===== src/rtl/i2s_apb_sequencer.sv =====
// APB requester that brings up an I2S TX/RX pair: programs both control words, preloads the
// TxFIFO, arms the receiver, then streams a valid/ready source into TXDATA and RXDATA into a sink.
module i2s_apb_sequencer #(
    parameter logic [31:0] TX_BASE     = 32'h00,
    parameter logic [31:0] RX_BASE     = 32'h20,
    parameter logic [31:0] CTRL_OFS    = 32'h00,
    parameter logic [31:0] STAT_OFS    = 32'h04,
    parameter logic [31:0] TXD_OFS     = 32'h08,
    parameter logic [31:0] RXD_OFS     = 32'h12,
    parameter int          TXFULL_BIT  = 0,
    parameter int          RXEMPTY_BIT = 1,
    parameter int          STOP_BIT    = 2,
    parameter int          PRELOAD     = 15
) (
    input  logic        pclk,
    input  logic        preset,
    input  logic        start,
    input  logic        stop_req,
    input  logic [31:0] cfg_tx,
    input  logic [31:0] cfg_rx,
    input  logic [31:0] src_data,
    input  logic        src_valid,
    output logic        src_ready,
    output logic [31:0] snk_data,
    output logic        snk_valid,
    input  logic        snk_ready,
    output logic        penable,
    output logic        pwrite,
    output logic [31:0] paddr,
    output logic [31:0] pwdata,
    input  logic [31:0] prdata,
    output logic        busy,
    output logic [15:0] tx_count,
    output logic [15:0] rx_count
);

    localparam logic [31:0] STOP_MASK    = 32'd1 << STOP_BIT;
    localparam logic [15:0] PRELOAD_LAST = 16'(PRELOAD - 1);

    // Each non-IDLE state names the APB transfer currently on the bus.
    typedef enum logic [3:0] {
        S_IDLE, S_CFG_TX, S_CFG_RX, S_PRE_STAT, S_PRE_DATA, S_ARM,
        S_TX_STAT, S_TX_DATA, S_RX_STAT, S_RX_DATA, S_HALT
    } state_t;

    state_t      state_q, state_d, setup_state;
    logic        penable_q, pwrite_q, src_ready_q, snk_valid_q, busy_q, stop_q;
    logic [31:0] paddr_q, pwdata_q, snk_data_q;
    logic [15:0] tx_count_q, rx_count_q;
    logic        sampling, stop_now;
    logic [31:0] addr_d, wdata_d;
    logic        write_d;

    assign sampling = (state_q == S_PRE_STAT) || (state_q == S_PRE_DATA) || (state_q == S_ARM) ||
                      (state_q == S_TX_STAT)  || (state_q == S_TX_DATA)  ||
                      (state_q == S_RX_STAT)  || (state_q == S_RX_DATA);
    assign stop_now = stop_q | stop_req;

    // Transfer that follows the one currently in its ACCESS phase.
    always_comb begin
        state_d = state_q;
        if (sampling && stop_now) begin
            state_d = S_HALT;
        end else begin
            case (state_q)
                S_CFG_TX:   state_d = S_CFG_RX;
                S_CFG_RX:   state_d = S_PRE_STAT;
                S_PRE_STAT: state_d = (!prdata[TXFULL_BIT] && src_valid) ? S_PRE_DATA : S_PRE_STAT;
                S_PRE_DATA: state_d = (tx_count_q == PRELOAD_LAST) ? S_ARM : S_PRE_STAT;
                S_ARM:      state_d = S_TX_STAT;
                S_TX_STAT:  state_d = (!prdata[TXFULL_BIT] && src_valid) ? S_TX_DATA : S_RX_STAT;
                S_TX_DATA:  state_d = S_RX_STAT;
                S_RX_STAT:  state_d = (!prdata[RXEMPTY_BIT] && !snk_valid_q) ? S_RX_DATA : S_TX_STAT;
                S_RX_DATA:  state_d = S_TX_STAT;
                S_HALT:     state_d = S_IDLE;
                default:    state_d = S_IDLE;
            endcase
        end
    end

    // SETUP-phase address/data for whichever transfer is about to begin.
    assign setup_state = (state_q == S_IDLE) ? S_CFG_TX : state_d;

    always_comb begin
        addr_d  = 32'd0;
        write_d = 1'b0;
        wdata_d = 32'd0;
        case (setup_state)
            S_CFG_TX: begin
                addr_d = TX_BASE + CTRL_OFS; write_d = 1'b1; wdata_d = cfg_tx;
            end
            S_CFG_RX, S_HALT: begin
                addr_d = RX_BASE + CTRL_OFS; write_d = 1'b1; wdata_d = cfg_rx | STOP_MASK;
            end
            S_ARM: begin
                addr_d = RX_BASE + CTRL_OFS; write_d = 1'b1; wdata_d = cfg_rx & ~STOP_MASK;
            end
            S_PRE_STAT, S_TX_STAT: addr_d = TX_BASE + STAT_OFS;
            S_RX_STAT:             addr_d = RX_BASE + STAT_OFS;
            S_PRE_DATA, S_TX_DATA: begin
                addr_d = TX_BASE + TXD_OFS; write_d = 1'b1; wdata_d = src_data;
            end
            S_RX_DATA:             addr_d = RX_BASE + RXD_OFS;
            default: ;
        endcase
    end

    always_ff @(posedge pclk or posedge preset) begin
        if (preset) begin
            state_q     <= S_IDLE;
            penable_q   <= 1'b0;
            pwrite_q    <= 1'b0;
            paddr_q     <= 32'd0;
            pwdata_q    <= 32'd0;
            src_ready_q <= 1'b0;
            snk_valid_q <= 1'b0;
            snk_data_q  <= 32'd0;
            busy_q      <= 1'b0;
            stop_q      <= 1'b0;
            tx_count_q  <= 16'd0;
            rx_count_q  <= 16'd0;
        end else begin
            src_ready_q <= 1'b0;
            if (snk_valid_q && snk_ready) begin
                snk_valid_q <= 1'b0;
            end
            if (sampling && stop_req) begin
                stop_q <= 1'b1;
            end

            if (state_q == S_IDLE) begin
                if (start) begin
                    state_q    <= S_CFG_TX;
                    busy_q     <= 1'b1;
                    tx_count_q <= 16'd0;
                    rx_count_q <= 16'd0;
                    penable_q  <= 1'b0;
                    paddr_q    <= addr_d;
                    pwrite_q   <= write_d;
                    pwdata_q   <= wdata_d;
                end
            end else if (!penable_q) begin
                penable_q   <= 1'b1;
                src_ready_q <= (state_q == S_PRE_DATA) || (state_q == S_TX_DATA);
            end else begin
                // End of ACCESS: retire this transfer and launch the next SETUP.
                penable_q <= 1'b0;
                if ((state_q == S_PRE_DATA) || (state_q == S_TX_DATA)) begin
                    tx_count_q <= tx_count_q + 16'd1;
                end
                if (state_q == S_RX_DATA) begin
                    rx_count_q  <= rx_count_q + 16'd1;
                    snk_data_q  <= prdata;
                    snk_valid_q <= 1'b1;
                end
                if (state_d == S_HALT) begin
                    stop_q <= 1'b0;
                end
                state_q <= state_d;
                if (state_d == S_IDLE) begin
                    busy_q   <= 1'b0;
                    pwrite_q <= 1'b0;
                end else begin
                    paddr_q  <= addr_d;
                    pwrite_q <= write_d;
                    pwdata_q <= wdata_d;
                end
            end
        end
    end

    assign penable   = penable_q;
    assign pwrite    = pwrite_q;
    assign paddr     = paddr_q;
    assign pwdata    = pwdata_q;
    assign src_ready = src_ready_q;
    assign snk_valid = snk_valid_q;
    assign snk_data  = snk_data_q;
    assign busy      = busy_q;
    assign tx_count  = tx_count_q;
    assign rx_count  = rx_count_q;

endmodule

===== config.mk =====
export PLATFORM = sky130hd
export DESIGN_NAME = i2s_apb_sequencer
export DESIGN_NICKNAME = d
export VERILOG_FILES = /design/src/rtl/i2s_apb_sequencer.sv
export SDC_FILE = /design/constraint.sdc
export NUM_CORES = 1
export LEC_CHECK = 0
export BUFFER_PORTS_ARGS = -buffer_cell sky130_fd_sc_hd__buf_2
export CORE_AREA = 2 2 121 123
export CTS_CLUSTER_DIAMETER = 80
export CTS_CLUSTER_SIZE = 40
export DETAILED_ROUTE_END_ITERATION = 10
export DIE_AREA = 0 0 123 125
export GPL_TIMING_DRIVEN = 0
export PLACE_DENSITY_LB_ADDON = 0.3
export SLEW_MARGIN = 25
export SYNTH_ARGS = -nofsm -noshare
export SYNTH_HDL_FRONTEND = slang
export SYNTH_SLANG_ARGS = --single-unit

===== constraint.sdc =====
create_clock -name pclk -period 3.35 [get_ports pclk]
set_input_delay 0.5025 -clock pclk [delete_from_list [all_inputs] [get_ports pclk]]
set_output_delay 0.5025 -clock pclk [all_outputs]
set_load 0.005 [all_outputs]

Word level (Yosys, flattened, before mapping)
Index checks and enable logic that the tools add are counted.

Register bits after elaboration: 138. Input bits: 134. Output and inout bits: 133. Logic and storage cells: 121.

Add/sub/neg operators: 2. Equal/unequal tests: 23. Multiplexer cells: 49. Bitwise gates (word level): 2. Reduce and logical (&&, ||, !) cells: 33.

Operator list (count): 32-bit two-way mux (8); 32-bit one-hot mux with 4 select lines (1); 16-bit two-way mux (7); 16-bit by 1-bit adder with 16-bit output, second input constant (2); 4-bit by 3-bit equality test with 1-bit output, second input constant (8); 4-bit one-hot mux with 8 select lines (1); 6-bit one-hot mux with 5 select lines (1); 4-bit two-way mux (7); 4-bit equality test, second input constant (6); 1-bit two-way mux (22); 16-bit by 4-bit equality test with 1-bit output, second input constant (1); 4-bit by 2-bit equality test with 1-bit output, second input constant (4); 3-bit AND reduction (5); 4-bit by 1-bit equality test with 1-bit output, second input constant (2); 4-bit zero test (2); 2-bit nonzero test (4); 2-bit OR reduction (4); 1-bit logical OR (7); 3-bit two-way mux (2); 6-bit OR reduction (1); 1-bit logical AND (5); 2-bit != test, second input constant (2); 1-bit zero test (3); 3-bit OR reduction (1); 3 further kinds (3).

Logic depth before layout (Yosys ltp)
Depth in word-level cells: 16. Gate-level depth with buffers: 12.

Least setup slack after synthesis
OpenSTA, ideal clock, no wires.

Path kind: input-to-reg. From: in prdata[0]. To: reg pwdata_q[1] (netlist: pwdata[1]). Setup time: 0.143 ns. Arrival time: 2.257 ns. Data required time: 3.207 ns. Path slack: 0.950 ns. Cell stages on the path: 9. Path through: and2b_2 > o21ai_1 > a2111oi_4 > o21ai_2 > and3_4 > or2_4 > o21bai_4 > buf_12 > a22oi_2.

Cells in the longest elaborated chain, start to end: 12.

RTL lines: start: declaration (RTL line 31) `input logic [31:0] prdata,`; 1-bit zero test * (RTL line 68, 71); 1-bit logical AND * (RTL line 68, 71); 4-bit two-way mux / 3-bit two-way mux (equally long branches) (RTL line 71, 68); 4-bit one-hot mux with 8 select lines * (RTL line 65) `case (state_q)`; 4-bit two-way mux * (RTL line 62) `if (sampling && stop_now) begin`; 4-bit two-way mux (RTL line 82) `assign setup_state = (state_q == S_IDLE) ? S_CFG_TX : state_d;`; 4-bit by 3-bit equality test with 1-bit output (tied with other cells) (RTL line 88) `case (setup_state)`; 2-bit OR reduction, on equally long branches; 32-bit one-hot mux with 4 select lines (RTL line 88); 32-bit two-way mux (RTL line 160) `if (state_d == S_IDLE) begin`; 32-bit two-way mux (RTL line 142) `end else if (!penable_q) begin`; 32-bit two-way mux (RTL line 131) `if (state_q == S_IDLE) begin`; end signal: assignment (RTL line 140) `pwdata_q <= wdata_d;`; end signal: assignment (RTL line 166) `pwdata_q <= wdata_d;`; end: declaration (RTL line 48) `logic [31:0] paddr_q, pwdata_q, snk_data_q;`.

Every way passes the cells marked *; elsewhere a longest branch is shown, timed or not. The select of a mux whose other input is x is not followed. A chain may end at the register's enable or synchronous reset.

Worst setup path after layout
From: reg tx_count_q[0] (netlist: tx_count[0]). To: reg pwdata_q[16] (netlist: pwdata[16]).

Cells in the longest elaborated chain, start to end: 11.

RTL lines: start: declaration (RTL line 49) `logic [15:0] tx_count_q, rx_count_q;`; start signal: assignment (RTL line 149) `tx_count_q <= tx_count_q + 16'd1;`; 16-bit by 4-bit equality test with 1-bit output * (RTL line 69) `S_PRE_DATA: state_d = (tx_count_q == PRELOAD_LAST) ? S_ARM : S_PRE_STAT;`; 3-bit two-way mux * (RTL line 69); 4-bit one-hot mux with 8 select lines * (RTL line 65); 4-bit two-way mux * (RTL line 62); 4-bit two-way mux (RTL line 82); 4-bit by 3-bit equality test with 1-bit output (tied with other cells) (RTL line 88); 2-bit OR reduction, on equally long branches; 32-bit one-hot mux with 4 select lines (RTL line 88); 32-bit two-way mux (RTL line 160); 32-bit two-way mux (RTL line 142); 32-bit two-way mux (RTL line 131).

Marked as above.

==> flow_summary.yaml <==
power_and_ir_drop:
  peakVddDrop_mv: 0.425
  p_leak_nw: 3.95
  p_per_area_nw_per_um2: 830
critical_path:
  crit_path_start: "tx_count[0]"
  r2r_setup_slack_ns: 0.51
  worstSetupEndpointType: "flip-flop"
  critPathRequiredTime_ns: 3.57
  crit_type: "reg -> reg"
  slowest_delay_ns: 0.47
  critPathLaunchType: "flip-flop"
  path_cells: "inv_1 -> ha_1 -> and4b_1 -> nand4_1 -> a32oi_2 -> nand3_4 -> xnor2_1 -> nor2_2 -> clkbuf_1 -> a222oi_1 -> a22oi_2"
  arrival_ns: 3.06
  r2r-start: "tx_count[0]"
  cp_slowest_cell: "a222oi_1"
  regToRegEndpoint: "pwdata[16]"
  worstRegToRegCells: 11
  cp_max_fo: 10
yosys:
  synth-seq-area-share_pct: 46.5
  ys.flop_type: "dfrtp_1"
  synth_edf_count: 0
  ys_warn_count: 0
  avgSynthCellArea_um2: 10.8
  ys_types: 62
  synth_seq_cells: 110
  ys_async_sr_fraction_pct: 100
  netlist_area_um2: 5920
  syn_inst: 550
clock_tree:
  clk_latency_ns: 0.35
  htreeDepth: 3
  cts_sinks: 110
  post-cts-setup-buffers: 0
  holdBufCountCts: 0
  cts_buffers: 9
  clock_path_buffers: 2
  tritoncts: "yes"
  post_cts_resize_count: 0
  cts_root_buf: "clkbuf_16"
  clk_pin_slew_worst_paths_ns: 0.08
timing:
  clock_skew_ns: 0.0108
  tightest_slew_ns: 0.676
  setup_tns_ns: 0
  min_period_over_period_pct: 84.8
  report.final.slew_viol_count: 0
  max_freq_mhz: 352
  min_period_ns: 2.84
  fin_ws_ns: 0.509
  finalSetupViolations: 0
  timing.final.hold_violations: 0
  slew_headroom_pct: 54.8
  rsz0062_at_grt: "no"
detailed_routing:
  avgRoutedWirePerCell_um: 15.5
  firstDrtPassIters: 7
  ant_nets: 0
  vias_per_cell: 5.16
  routed_wirelength_mm: 15.8
  drc: 0
  vias: 5249
  drt-initial-drc-count: 368
flow_run:
  cap_violations: 0
global_routing:
  overflow: 0
  grt_pass1_vias: 5084
  grt_pass1_wl_mm: 25.5
  grt_max_degree: 32
  antenna_found_initial: 1
  grt.total_usage_pct: 21.0
floorplanning:
  core_um2: 14200
  row_count: 44
  fp.dieH_um: 125
  io-pin-count: 267
  start_util_pct: 41.7
  dieArea_um2: 15400
  die_w_um: 123
place:
  io_buffers: 238
  hpwl_mm: 12.0
  routabilityCongestion: 0.832
  dp_slack_ns: 0.531
layout:
  num-nets-final: 965
  fill_cells: 1308
  area_growth_pct: 32.0
  drive_gt1_share_pct: 46.3
  num_antenna_cells: 0
run_status:
  outcome: "completed"
min_path:
  hold_path_class: "in -> async"
[power by group]
| group | switching [mW] | internal (mW) |
|---|---|---|
| Combinational | 1.92 | 1.49 |
| Sequential | 0.247 | 1.70 |
| Clock | 0.520 | 0.613 |
| Total | 2.69 | 3.80 |
[registers in the layout (all words and copies together) (netlist names)]
| signal | count |
|---|---|
| tx_count | 16 |
| state_q | 4 |
| src_ready | 1 |
| pwdata | 32 |
| penable | 1 |
| snk_valid | 1 |
| stop_q | 1 |
| busy | 1 |
| rx_count | 16 |
| paddr | 4 |
| pwrite | 1 |
| snk_data | 32 |
[layer usage]
metal / vias up / track usage [%] / wire [um]
li1: 2502 / - / -
met4: 2 / 8.82 / 440
met5: - / 0 / 11
met1: 2509 / 27.4 / 6690
met3: 32 / 3.24 / 972
met2: 204 / 34.4 / 7680
[stage by stage]
stage	power, mW	hold slack [ns]	cells	instance area (um^2)	utilization (%)
2_1_floorplan	4.37	0.473	576	6020	-
3_3_place_gp	5.35	0.459	998	7450	52.4
3_5_place_dp	5.41	0.461	1001	7510	52.8
4_1_cts	6.56	0.227	1017	7820	55.1
5_1_grt	6.97	0.256	1017	7820	55.1
6_report	6.49	0.214	1017	7820	55.1
[layout by cell type (no fill, tap or decap), drive strengths merged, types with 2 or more instances in the layout]
cell	instances
nor2b	2
clkbuf	26
inv	10
xor2	21
a32oi	2
o22ai	3
nand2	81
nor3	8
ha	3
and4	3
dfrtp	110
nor2	41
and3	12
mux2	34
conb	27
nand2b	4
xnor2	9
a222oi	31
buf	289
mux2i	2
clkinvlp	2
a311oi	2
o32a	2
or2	3
nand3	16
and2b	3
o21ai	17
and2	2
o31ai	2
nor4	4
a21oi	12
nand4	6
a22oi	31
[kinds of logic (layout without fill, tap and decap cells)]
kind of cell / count (synthesis) / count (layout) / share of synthesized area [%]
muxes: 36 / 36 / 6.80
buffers and inverters: 72 / 329 / 7.88
other: 1 / 27 / 0.0633
xor gates and xnor gates: 30 / 30 / 4.44
adders and majority gates: 3 / 3 / 0.634
AOI/OAI and AO/OA: 109 / 109 / 17.9
DFF: 110 / 110 / 46.5
and+or+nand+nor: 189 / 189 / 15.8
[Yosys cell counts (all sizes together) (12+ instances only)]
cell type	number	share of area [%]
nand3	16	1.6
dfrtp	110	46
clkbuf	16	1.0
buf	48	6.4
and3	12	1.4
a222oi	31	5.2
mux2	34	6.5
nand2	81	5.1
xor2	21	3.1
nor2	41	2.8
o21ai	17	1.9
a21oi	12	1.1
a22oi	31	6.4
[layout make-up]
| class | count | area (um^2) | share of cell area, % |
|---|---|---|---|
| plain buffers | 64 | 437 | 5.58 |
| clock buffers | 10 | 239 | 3.06 |
| clock inverters | 6 | 75.1 | 0.960 |
| inverters | 8 | 33.8 | 0.432 |
| multi-input cells | 394 | 2800 | 35.8 |
| flip-flops and latches | 110 | 2750 | 35.2 |
| well taps | 184 | 230 | 2.94 |
| repair buffers | 241 | 1250 | 16.0 |
[worst max-delay path by stage]
| stage | to | slack, ns | cells after the start |
|---|---|---|---|
| after floorplan | pwdata[1] | 0.95 | 9 |
| after global placement | pwdata[4] | 0.54 | 10 |
| after detailed placement | pwdata[16] | 0.53 | 10 |
| after CTS | pwdata[16] | 0.57 | 11 |
| after global routing | pwdata[15] | 0.34 | 11 |
| final | pwdata[16] | 0.51 | 11 |
[worst max-delay path: cells and delay by family, from the launching register on]
family	cells	cell delay [ns]
XOR/XNOR	1	0.26
AND/OR/NAND/NOR	4	0.64
buffers and inverters	2	0.34
AO/OA/AOI/OAI	3	0.88
flip-flops	1	0.44
adder cells (fa/ha/maj)	1	0.13
No activity file was read; power rests on OpenSTA's default activity.
